File: config.mk
export PLATFORM = sky130hd
export DESIGN_NAME = opcode_sequencer
export DESIGN_NICKNAME = d
export VERILOG_FILES = /design/src/rtl/opcode_sequencer.sv
export SDC_FILE = /design/constraint.sdc
export NUM_CORES = 1
export LEC_CHECK = 0
export ABC_AREA = 1
export BUFFER_PORTS_ARGS = -buffer_cell sky130_fd_sc_hd__buf_2
export CAP_MARGIN = 5
export CORE_MARGIN = 2
export CORE_UTILIZATION = 25
export DETAILED_ROUTE_END_ITERATION = 8
export SYNTH_ARGS = -nofsm -noshare
export SYNTH_HDL_FRONTEND = slang
export SYNTH_SLANG_ARGS = --single-unit
export TNS_END_PERCENT = 5
File: constraint.sdc
create_clock -name clk -period 7 [get_ports clk]
set_input_delay 1.05 -clock clk [delete_from_list [all_inputs] [get_ports clk]]
set_output_delay 1.05 -clock clk [all_outputs]
set_load 0.02 [all_outputs]
File: src/rtl/opcode_sequencer.sv
// opcode_sequencer: stores a small program of 12-bit control words and
// issues them in order to the control stage, each held HOLD_CYCLES cycles.
//
// Ports:
//   clk, rst_n        clock, asynchronous active-low reset
//   prog_we/addr/data program load port (accepted in IDLE and DONE only)
//   start, stop       begin execution at address 0 / abort execution
//   opcode            registered control word (NOP when nothing issued)
//   opcode_valid      a program word is on opcode
//   pc                address of the word currently issued
//   busy              high in ISSUE
//   done              one-cycle pulse on HALT or end of memory
module opcode_sequencer #(
  parameter int DEPTH       = 16,
  parameter int ADDR_W      = 4,
  parameter int HOLD_CYCLES = 2
) (
  input  logic              clk,
  input  logic              rst_n,
  input  logic              prog_we,
  input  logic [ADDR_W-1:0] prog_addr,
  input  logic [11:0]       prog_data,
  input  logic              start,
  input  logic              stop,
  output logic [11:0]       opcode,
  output logic              opcode_valid,
  output logic [ADDR_W-1:0] pc,
  output logic              busy,
  output logic              done
);

  localparam logic [11:0] NOP  = 12'h030;
  localparam logic [11:0] HALT = 12'hFFF;

  localparam logic [3:0] HOLD_LAST =
    4'(HOLD_CYCLES - 1);
  localparam logic [ADDR_W-1:0] LAST_PC =
    ADDR_W'(DEPTH - 1);

  typedef enum logic [1:0] {
    S_IDLE,
    S_ISSUE,
    S_DONE
  } state_t;

  state_t state;
  state_t state_nx;

  logic [11:0] mem [DEPTH];

  logic [3:0]        cnt;
  logic [3:0]        cnt_nx;
  logic [11:0]       op_nx;
  logic              valid_nx;
  logic [ADDR_W-1:0] pc_nx;
  logic [ADDR_W-1:0] pc_inc;

  logic go;
  logic last_hold;
  logic at_end;
  logic next_halt;
  logic first_halt;

  assign pc_inc     = pc + ADDR_W'(1);
  assign go         = start && !stop;
  assign last_hold  = (cnt == HOLD_LAST);
  assign at_end     = (pc == LAST_PC);
  // pc_inc wraps at the last address, but at_end
  // is checked first, so the wrapped read is unused.
  assign next_halt  = (mem[pc_inc] == HALT);
  assign first_halt = (mem[0] == HALT);

  // State register
  always_ff @(posedge clk or negedge rst_n) begin
    if (!rst_n) begin
      state <= S_IDLE;
    end else begin
      state <= state_nx;
    end
  end

  // Next-state logic; stop outranks start and fetch
  always_comb begin
    state_nx = state;
    unique case (state)
      S_IDLE: begin
        if (go) begin
          state_nx = first_halt ? S_DONE : S_ISSUE;
        end
      end
      S_ISSUE: begin
        if (stop) begin
          state_nx = S_IDLE;
        end else if (last_hold
                     && (at_end || next_halt)) begin
          state_nx = S_DONE;
        end
      end
      S_DONE: begin
        state_nx = S_IDLE;
      end
      default: begin
        state_nx = S_IDLE;
      end
    endcase
  end

  // Output / datapath next values
  always_comb begin
    op_nx    = opcode;
    valid_nx = opcode_valid;
    pc_nx    = pc;
    cnt_nx   = cnt;
    unique case (state)
      S_IDLE: begin
        if (go) begin
          pc_nx  = '0;
          cnt_nx = '0;
          // A HALT at address 0 is never shown
          if (!first_halt) begin
            op_nx    = mem[0];
            valid_nx = 1'b1;
          end
        end
      end
      S_ISSUE: begin
        if (stop) begin
          op_nx    = NOP;
          valid_nx = 1'b0;
          cnt_nx   = '0;
        end else if (last_hold) begin
          cnt_nx = '0;
          if (at_end || next_halt) begin
            op_nx    = NOP;
            valid_nx = 1'b0;
          end else begin
            pc_nx = pc_inc;
            op_nx = mem[pc_inc];
          end
        end else begin
          cnt_nx = cnt + 4'd1;
        end
      end
      S_DONE: begin
        op_nx    = NOP;
        valid_nx = 1'b0;
      end
      default: begin
        op_nx    = NOP;
        valid_nx = 1'b0;
      end
    endcase
  end

  always_ff @(posedge clk or negedge rst_n) begin
    if (!rst_n) begin
      opcode       <= NOP;
      opcode_valid <= 1'b0;
      pc           <= '0;
      cnt          <= '0;
    end else begin
      opcode       <= op_nx;
      opcode_valid <= valid_nx;
      pc           <= pc_nx;
      cnt          <= cnt_nx;
    end
  end

  // Program memory; a same-edge start reads
  // the old contents of mem[0].
  always_ff @(posedge clk or negedge rst_n) begin
    if (!rst_n) begin
      for (int i = 0; i < DEPTH; i++) begin
        mem[i] <= HALT;
      end
    end else if (prog_we && state != S_ISSUE) begin
      mem[prog_addr] <= prog_data;
    end
  end

  assign busy = (state == S_ISSUE);
  assign done = (state == S_DONE);

endmodule
==> flow_summary.json <==
{
  "status": "completed",
  "peakVddDrop_uv": 178.8,
  "synth_cell_types": 26,
  "drt-total-wl_um": 30260,
  "hold_viol_final": 0,
  "cp.arrival_ps": 4370,
  "synth.area.top_cells": "dfstp_2 48%, nand2_1 19%, o21ai_0 9.8%",
  "syn_nets": 1408,
  "dp.cells": 1882,
  "synth_cells": 1384,
  "instances_no_fill": 1925,
  "dp_slack_ps": 3063,
  "grt_usage": 0.1369,
  "cts_root_buf": "clkbuf_16",
  "cts_tree": "done",
  "drive_above_1_share": 0.2100,
  "initial_core_util": 0.2537,
  "rows": 75,
  "synth_top_area_frac": 0.4779,
  "crit_required_ps": 7410,
  "nFillCells": 4542,
  "yosys_warnings": 0,
  "seq_area_frac_synth": 0.5272,
  "synth_area_per_cell_um2": 7.706,
  "dpl_cell_area_um2": 11200,
  "relSlewSlack": 0.1871,
  "grt_pass1_vias": 8202,
  "setup.worst_path.end_class": "flop",
  "antenna_found_initial": 0,
  "wl_per_cell_um": 15.72,
  "fin_ws_ps": 3040,
  "grt_pass1_wl_um": 48240,
  "rsz0062_at_grt": "no",
  "insertion_delay_ps": 530,
  "maxSlewViolCount": 0,
  "hp-class": "flop to flop",
  "diodes": 0,
  "worstMarginPinSlew_ps": 1215,
  "overflow": 0,
  "die_w_um": 210.5,
  "hold_ws_ps": 471.6,
  "ys_seq_elements": 215,
  "synth_top_area_cell": "dfstp_2",
  "pin_count": 40,
  "max_cap_viol_count": 0,
  "worst_clock_skew_ps": 16.90,
  "viasPerCell": 4.613,
  "gp_congestion": 0.8690,
  "clk_pin_slew_worst_paths_ps": 60,
  "power.density_nw_per_um2": 444.8,
  "hpwl_um": 19460,
  "nets": 1393,
  "startpoint_type": "flop",
  "critPathKind": "flop to flop",
  "drtIter0Drc": 935,
  "setup_violations": 0,
  "cts_buffers": 24,
  "vias": 8880,
  "h-tree-depth": 1,
  "cts.repair.resized": 0,
  "die_y_um": 210.5,
  "grt_max_degree": 94,
  "period_share": 0.5657,
  "die_area_um2": 44330,
  "core-area_um2": 42040,
  "fin_crit_ps": 3960,
  "cts_setup_buffers": 0,
  "holdBufCountCts": 0,
  "final_area_um2": 11950,
  "leakage_nw": 5.325,
  "area_growth_syn_to_layout_pct": 12.01,
  "fmax_ghz": 0.2525,
  "crit_fanout": 64,
  "finalSetupTns_ps": 0,
  "max-clock-path-buffers": 3,
  "syn_area_um2": 10670,
  "postRouteAntennaNets": 0,
  "cts.sinks": 215,
  "portBuffers": 39,
  "drc": 0,
  "firstDrtPassIters": 6
}
[placed cells by master, fill, tap and decap left out, types with 2 or more instances in the layout]
cell type and n:
o21ai_0 209, clkbuf_1 6, a21oi_1 8, buf_2 38
buf_4 8, xnor2_2 2, inv_1 103, dfstp_2 194
nand2_1 537, nor2_1 70, nand2_2 2, ha_1 2
clkbuf_16 24, o22ai_1 3, nor4_1 3, nand3_2 3
nor2_2 2, o211ai_1 5, dfrtp_1 20, clkinv_2 7
nand4_1 13, clkbuf_8 6, nand3_1 113
[metrics by stage]
stage	util	total power, mW
2_1_floorplan	-	3.601
3_3_place_gp	0.2665	4.086
3_5_place_dp	0.2665	4.121
4_1_cts	0.2842	5.335
5_1_grt	0.2842	5.713
6_report	0.2842	5.314
[cell type report]
class,count,area (um^2),area share
sequential,215,5627,0.4710
multi-input combinational,976,4244,0.3553
clock buffer,35,691.9,0.05792
tap,539,674.4,0.05645
inverter,105,394.1,0.03299
timing repair buffer,47,264.0,0.02210
clock inverter,8,51.30,0.004294
[kinds of logic (layout without fill, tap and decap cells)]
| kind of cell | after synthesis | after routing | synth area share |
|---|---|---|---|
| compound gates | 225 | 225 | 0.1071 |
| xor+xnor | 4 | 4 | 0.005397 |
| fa+ha+maj | 3 | 3 | 0.003520 |
| buf+inv | 193 | 195 | 0.07508 |
| flops | 215 | 215 | 0.5272 |
| simple gates | 744 | 744 | 0.2817 |
[layer usage]
| layer | wire length [um] | vias up | global-route usage |
|---|---|---|---|
| met4 | 680 | 0 | 0.03618 |
| met3 | 2000 | 45 | 0.02131 |
| li1 | - | 4356 | - |
| met5 | 0 | - | 0 |
| met2 | 13080 | 281 | 0.2105 |
| met1 | 14500 | 4198 | 0.1996 |
[synthesized netlist by cell type, drive strengths merged]
cell	count
xnor2	2
o21ai	209
nor2	72
nor4	3
nand4	13
ha	3
clkbuf	55
nand2	539
nor3	1
nand3	116
dfstp	194
clkinv	1
dfrtp	21
a21oi	8
inv	104
o211ai	5
buf	33
xor2	2
o22ai	3
[flip-flops by register name, indices dropped and copies added, names as in the netlist]
signal / flops
pc: 4
state: 2
mem: 192
cnt: 4
opcode: 12
opcode_valid: 1
[power breakdown]
group | switching [mW] | internal [mW] | total [mW]
logic | 1.15 | 0.562 | 1.71
registers | 0.315 | 2.10 | 2.41
clock network | 0.507 | 0.684 | 1.19
total | 1.97 | 3.34 | 5.31
[worst paths after layout]
kind	endpoint	startpoint	cells past startpoint	slack (ps)
max	pc[0]	pc[0]	16	3040
min	opcode[11]	opcode[11]	2	470
max reg2reg	pc[0]	pc[0]	16	3040
min reg2reg	opcode[11]	opcode[11]	2	470
max in group asynchronous	opcode[2]	rst_n	2	5160
min in group asynchronous	opcode[11]	rst_n	1	650
[critical path: stages, from the launching register on]
cell      delay, ps
dfrtp_4         690
ha_2            410
buf_4           590
clkinv_1        520
buf_4           370
nand3_1         110
nand3_1          70
nand3_1         150
nand2_1         110
nand2_1          90
nor2_2           40
nand3_2         200
nand3_1         120
nand2_2         130
nand2_2          80
nand2_1          60
nand2_1          60
No activity file was read; power rests on OpenSTA's default activity.
